`config.mk`:
```
export PLATFORM = sky130hd
export DESIGN_NAME = fetch_unit
export DESIGN_NICKNAME = d
export VERILOG_FILES = /design/src/rtl/fetch_unit.sv
export SDC_FILE = /design/constraint.sdc
export NUM_CORES = 1
export LEC_CHECK = 0
export CAP_MARGIN = 10
export CORE_MARGIN = 2
export CORE_UTILIZATION = 35
export CTS_CLUSTER_DIAMETER = 100
export DETAILED_ROUTE_END_ITERATION = 10
export MAX_ROUTING_LAYER = met4
export PLACE_DENSITY = 0.75
export SYNTH_ARGS = -nofsm -noshare
export SYNTH_HDL_FRONTEND = slang
export SYNTH_SLANG_ARGS = --single-unit
```
`constraint.sdc`:
```
create_clock -name CLK -period 1.75 [get_ports CLK]
set_input_delay 0.175 -clock CLK [delete_from_list [all_inputs] [get_ports CLK]]
set_output_delay 0.175 -clock CLK [all_outputs]
set_load 0.005 [all_outputs]
```
`src/rtl/fetch_unit.sv`:
```
// Instruction fetch stage: program counter, one-entry prefetch buffer and
// instruction register, with a req/ack read port to instruction memory.
// The buffer refills while the control FSM executes the previous instruction.
module fetch_unit #(
  parameter logic [15:0] RESET_PC = 16'h0000
) (
  input  logic        CLK,
  input  logic        Reset,
  input  logic        IRWrite,
  input  logic        PCWrite,
  input  logic [1:0]  PCSource,
  input  logic [15:0] ALUResult,
  input  logic [15:0] imem_rdata,
  input  logic        imem_ack,
  output logic        imem_req,
  output logic [15:0] imem_addr,
  output logic [15:0] PC,
  output logic [15:0] IR,
  output logic [3:0]  op,
  output logic        Ready
);

  typedef enum logic [1:0] {StEmpty, StWait, StFull} state_e;

  state_e      state_q, state_d;
  logic [15:0] pc_q, pc_d;
  logic [15:0] ir_q, ir_d;
  logic [15:0] buf_q, buf_d;
  logic [15:0] fetch_addr_q, fetch_addr_d;
  logic        discard_q, discard_d;
  logic        req_q, ready_q;
  logic [15:0] pc_next;
  logic        flush;

  // Next PC; the jump target uses the IR as it stands before any same-cycle load.
  always_comb begin
    pc_next = pc_q;
    case (PCSource)
      2'd0: pc_next = pc_q + 16'd2;
      2'd1: pc_next = ALUResult;
      2'd2: pc_next = {pc_q[15:13], ir_q[11:0], 1'b0};
      2'd3: pc_next = pc_q;
    endcase
    pc_d  = PCWrite ? pc_next : pc_q;
    // Source 3 leaves the PC alone, so the prefetched word stays good.
    flush = PCWrite && (PCSource != 2'd3);
  end

  // Prefetch FSM next-state: launch, wait for ack (dropping stale data), hold.
  always_comb begin
    state_d      = state_q;
    ir_d         = ir_q;
    buf_d        = buf_q;
    fetch_addr_d = fetch_addr_q;
    discard_d    = discard_q;
    unique case (state_q)
      StEmpty: begin
        fetch_addr_d = pc_d;
        state_d      = StWait;
      end
      StWait: begin
        if (imem_ack) begin
          discard_d = 1'b0;
          if (discard_q || flush) begin
            state_d = StEmpty;
          end else begin
            buf_d   = imem_rdata;
            state_d = StFull;
          end
        end else if (flush) begin
          discard_d = 1'b1;
        end
      end
      StFull: begin
        if (IRWrite) begin
          ir_d    = buf_q;
          state_d = StEmpty;
        end else if (flush) begin
          state_d = StEmpty;
        end
      end
      default: state_d = StEmpty;
    endcase
  end

  // State and registered handshake/status outputs, synchronous reset.
  always_ff @(posedge CLK) begin
    if (Reset) begin
      state_q      <= StEmpty;
      pc_q         <= RESET_PC;
      ir_q         <= 16'h0000;
      buf_q        <= 16'h0000;
      fetch_addr_q <= RESET_PC;
      discard_q    <= 1'b0;
      req_q        <= 1'b0;
      ready_q      <= 1'b0;
    end else begin
      state_q      <= state_d;
      pc_q         <= pc_d;
      ir_q         <= ir_d;
      buf_q        <= buf_d;
      fetch_addr_q <= fetch_addr_d;
      discard_q    <= discard_d;
      req_q        <= (state_d == StWait);
      ready_q      <= (state_d == StFull);
    end
  end

  assign imem_req  = req_q;
  assign imem_addr = fetch_addr_q;
  assign PC        = pc_q;
  assign IR        = ir_q;
  assign op        = ir_q[15:12];
  assign Ready     = ready_q;

endmodule
```
Word-level counts from Yosys, hierarchy flattened
Cells that the tools add are included.
{"block": "word_totals", "register_bits": 69, "in_bits": 39, "output_inout_bits": 54}
{"block": "classes", "n_addsub": 1, "eq_ne": 8, "muxes": 9, "bitwise_logic": 1, "reduce_logical": 8}
{"op": "one-hot mux 16 bit (4 select lines)", "n": 1}
{"op": "adder 16 x 2 -> 16 bit (second input constant)", "n": 1}
{"op": "2-to-1 mux 16 bit", "n": 1}
{"op": "== test 2 bit (second input constant)", "n": 4}
{"op": "2-to-1 mux 2 bit", "n": 4}
{"op": "== test 2 x 1 -> 1 bit (second input constant)", "n": 3}
{"op": "one-hot mux 2 bit (3 select lines)", "n": 1}
{"op": "logical NOT 2 bit", "n": 2}
{"op": "AND reduction 2 bit", "n": 2}
{"op": "AND reduction 3 bit", "n": 1}
{"op": "2-to-1 mux 1 bit", "n": 2}
{"op": "inequality test 2 bit (second input constant)", "n": 1}
{"op": "nonzero test 2 bit", "n": 1}
{"op": "logical AND 1 bit", "n": 1}
{"op": "logical OR 1 bit", "n": 1}
{"op": "NOT 1 bit", "n": 1}

Depth between registers and ports, before layout
{"block": "depth", "ltp_word": 7, "ltp_mapped": 8, "ltp_nobuf": 6}

Worst setup path after synthesis
Ideal clock, no wire load.
{"block": "synth_path", "path_kind": "reg2reg", "startpoint": "register pc_q[1], in the netlist PC[1]", "endpoint": "register fetch_addr_q[13], in the netlist imem_addr[13]", "t_arrival_ns": 1.623, "required_time_ns": 1.616, "setup_slack_ns": -0.006, "path_stages_with_launch": 8, "path_buffers": 1, "path_cell_list": "dfxtp_1 -> ha_1 -> and4_1 -> buf_4 -> nand4_1 -> or3_1 -> a31oi_1 -> a21oi_1"}
{"block": "synth_via", "elab_chain_len": 3}
{"element": "start: declaration", "line": "26", "text": "logic [15:0] pc_q, pc_d;"}
{"element": "start signal: assignment", "line": "99", "text": "pc_q <= pc_d;"}
{"element": "adder 16 x 2 -> 16 bit", "line": "39", "text": "2'd0: pc_next = pc_q + 16'd2;"}
{"element": "one-hot mux 16 bit (4 select lines)", "line": "38", "text": "case (PCSource)"}
{"element": "2-to-1 mux 16 bit", "line": "44", "text": "pc_d = PCWrite ? pc_next : pc_q;"}
{"element": "end signal: assignment", "line": "102", "text": "fetch_addr_q <= fetch_addr_d;"}
{"element": "end: declaration", "line": "29", "text": "logic [15:0] fetch_addr_q, fetch_addr_d;"}
Every way passes these cells.
A chain may end at the register's enable or synchronous reset.

Worst setup path after layout
{"block": "layout_path", "startpoint": "input PCSource[1]", "endpoint": "register fetch_addr_q[13], in the netlist imem_addr[13]"}
{"block": "layout_via", "elab_chain_len": 3, "word_cells_on_any_way": 6}
{"element": "start: declaration", "line": "11", "text": "input logic [1:0] PCSource,"}
{"element": "== test 2 bit (tied with other cells)", "line": "38"}
{"element": "one-hot mux 16 bit (4 select lines) (*)", "line": "38"}
{"element": "2-to-1 mux 16 bit (*)", "line": "44"}
Mark *: on every way between the ends. The rest lies on a longest branch, timed or not.

==> metrics.cfg <==
[critical_path]
start_kind = input port
cp_slowest_cell = clkdlybuf4s50_1
cp_max_fo = 7
path_class = input port to register
crit_arrival_ns = 1.97
crit_path_end_kind = register
crit_family = buffers and inverters
slowest_delay_ns = 0.54
crit_chain = clkdlybuf4s50_1, buf_4, or2_1, o41ai_1, a31oi_2, a21oi_1
crit_buf_inv = 2
crit_required_ns = 2.03

[yosys]
synth_edf_count = 0
synth_nets = 431
syn_area_um2 = 3120
async_flop_share = 0
synth-seq-cells = 69
synth_seq_area_share = 0.443
avgSynthCellArea_um2 = 7.97
syn_inst = 391
yosysUniqueCellTypes = 58
synth_ff_type = dfxtp_1
synth_warnings = 0

[global_routing]
antenna_found_initial = 0
grt_pass1_wl_mm = 15.0
grt_util_all_layers = 0.198
grt-ovfl-total = 0
grt_pass1_vias = 3037
grt_max_degree = 56

[sta]
tightest_slew_ns = 0.602
clock_skew_ns = 0.00849
post-route-period-util = 0.969
hold_violations = 0
fmax_ghz = 0.590
maxSlewViolCount = 0
slew_headroom = 0.598
setup_viol = 0
min_period_ns = 1.70

[finish]
multi_input_area_um2 = 1610
regArea_um2 = 1390
nets = 541
syn2layout_area_growth_pct = 47.7
antennaDiodeCount = 0
fill_cells = 844
fin_cells = 614
layout-drive-gt1-share = 0.158

[power]
power-per-cell-area_nw_per_um2 = 814
vdd_ir_drop_max_uv = 436
p_leak_uw = 0.00171
finalPower_uw = 3750

[routing]
wl_per_cell_um = 15.5
vias = 3180
dr.pass1.iters = 4
drc = 0
ant_nets = 0
wl_mm = 9.51
drt_first_iter_violations = 148
viasPerCell = 5.18

[placement]
dpl.cell_count = 598
gp_congestion = 0.921
io_buffers = 92
dp_hpwl_mm = 7.00

[die]
die_h_um = 98.4
die_w_um = 98.4
start_util = 0.359
core_area_um2 = 8680
rows = 34
die_area_um2 = 9680
ioPinCount = 93

[cts]
h-tree-depth = 3
cts_buffers = 9
insertion_delay_ns = 0.34
clockBufferDepth = 2
clk_pin_slew_ns = 0.08
root_buffer = clkbuf_8
post-cts-setup-buffers = 0
cts_tree = yes
cts_sinks = 69

[status]
status = completed

[hold_path]
hp-class = input port to register

[job]
drv_cap = 0

[stage by stage]
stage          instance area, um2   util  setup slack [ns]  hold WS [ns]  TNS (ns)
6_report                     4600  0.530            0.0537         0.276         0
5_1_grt                      4600  0.530           -0.0180         0.301   -0.0374
4_1_cts                      4550  0.524           0.00101         0.271         0
3_5_place_dp                 4320  0.497            -0.381         0.445     -9.68
3_3_place_gp                 4320  0.497            -0.281         0.437     -7.67
2_1_floorplan                3120      -            0.0501         0.279         0
[synth_stat cells (2+ instances only)]
| library cell | number | share of area |
|---|---|---|
| nand3_1 | 4 | 0.0064 |
| dfxtp_1 | 69 | 0.44 |
| and4_1 | 2 | 0.0056 |
| nand2b_1 | 5 | 0.010 |
| a211oi_1 | 3 | 0.0072 |
| and3b_1 | 3 | 0.0084 |
| o21ai_1 | 2 | 0.0032 |
| clkbuf_1 | 15 | 0.018 |
| nand2_1 | 88 | 0.11 |
| and3_1 | 6 | 0.012 |
| a41oi_1 | 2 | 0.0056 |
| a22oi_1 | 2 | 0.0048 |
| nand4_1 | 4 | 0.0080 |
| mux2_2 | 3 | 0.011 |
| o21a_1 | 2 | 0.0048 |
| a311o_1 | 2 | 0.0064 |
| a31oi_1 | 3 | 0.0060 |
| a22o_1 | 3 | 0.0084 |
| or3_1 | 2 | 0.0040 |
| buf_2 | 9 | 0.014 |
| o22ai_1 | 11 | 0.022 |
| buf_4 | 5 | 0.012 |
| nor2b_1 | 7 | 0.014 |
| nor3_1 | 2 | 0.0032 |
| buf_1 | 2 | 0.0024 |
| mux2i_1 | 2 | 0.0064 |
| inv_1 | 6 | 0.0072 |
| nor2_1 | 25 | 0.030 |
| a21oi_1 | 52 | 0.084 |
| o211ai_1 | 2 | 0.0048 |
| nand3b_1 | 2 | 0.0048 |
| o21ai_0 | 20 | 0.032 |
[placed cells by master, fill, tap and decap left out, drive strengths merged, types with 4 or more instances in the layout]
cell type       n
o22ai          11
inv             7
a21oi          53
nor2b           7
o21ai          22
nor2           25
a211oi          4
clkbuf         11
dfxtp          69
nand2          88
nand4           4
clkdlybuf4s50  91
nand2b          5
nand3           5
buf            40
and3            7
[power breakdown]
| group | switching, uW | total (uW) | leakage [uW] | internal, uW |
|---|---|---|---|---|
| clock network | 607 | 1450 | 0.000114 | 847 |
| registers | 50.2 | 1690 | 0.000564 | 1640 |
| logic | 277 | 601 | 0.00103 | 324 |
[routing by layer]
layer,part of all wire,routed length [um],GRT usage,vias to the layer above
li1,-,-,-,1595
met5,0,0,-,-
met4,0.027,254,0.0790,0
met1,0.44,4170,0.241,1475
met2,0.48,4550,0.319,93
met3,0.056,532,0.0437,17
[path summary, 6_finish.rpt]
kind,slack (ns),end,startpoint,cells after the start
setup / recovery,0.05,imem_addr[13]$_SDFFE_PP0P_,PCSource[1],6
hold / removal,0.28,discard_q$_SDFFE_PP0P_,Reset,4
setup reg to reg,0.06,imem_addr[11]$_SDFFE_PP0P_,PC[2]$_SDFF_PP0_,6
hold reg to reg,0.45,IR[4]$_SDFFE_PP0P_,buf_q[4]$_SDFFE_PP0P_,2
[registers in the layout, indices dropped and copies added, names as in the netlist]
name       flops
imem_req       1
IR            16
state_q        2
buf_q         16
PC            16
imem_addr     16
Ready          1
discard_q      1
[layout make-up]
type,count,share of cell area
multi-input cells,284,0.350
flip-flops and latches,69,0.301
repair buffers,131,0.266
clock buffers,11,0.0307
well taps,108,0.0294
clock inverters,5,0.0179
inverters,6,0.00489
[logic make-up after synthesis]
logic type | count (synthesis) | share of synthesized area
xor+xnor | 1 | 0.00281
simple gates | 158 | 0.237
fa+ha+maj | 1 | 0.00401
flops | 69 | 0.443
mux | 5 | 0.0173
buf+inv | 38 | 0.0578
compound gates | 119 | 0.238
[timing repair]
item / CTS / global route
endpoints found under the setup margin: 10 / 11
gates cloned: 0 / 0
resized for setup: 2 / 13
hold buffers: 0 / 0
pin swaps: 0 / 2
[worst register-to-register path: cells and delay by family, from the launching register on]
| family | cells | cell delay, ns |
|---|---|---|
| DFF | 1 | 0.34 |
| and+or+nand+nor | 2 | 0.38 |
| adders and majority gates | 1 | 0.19 |
| AOI/OAI and AO/OA | 3 | 0.69 |
Power figures use the tool's default switching activity.
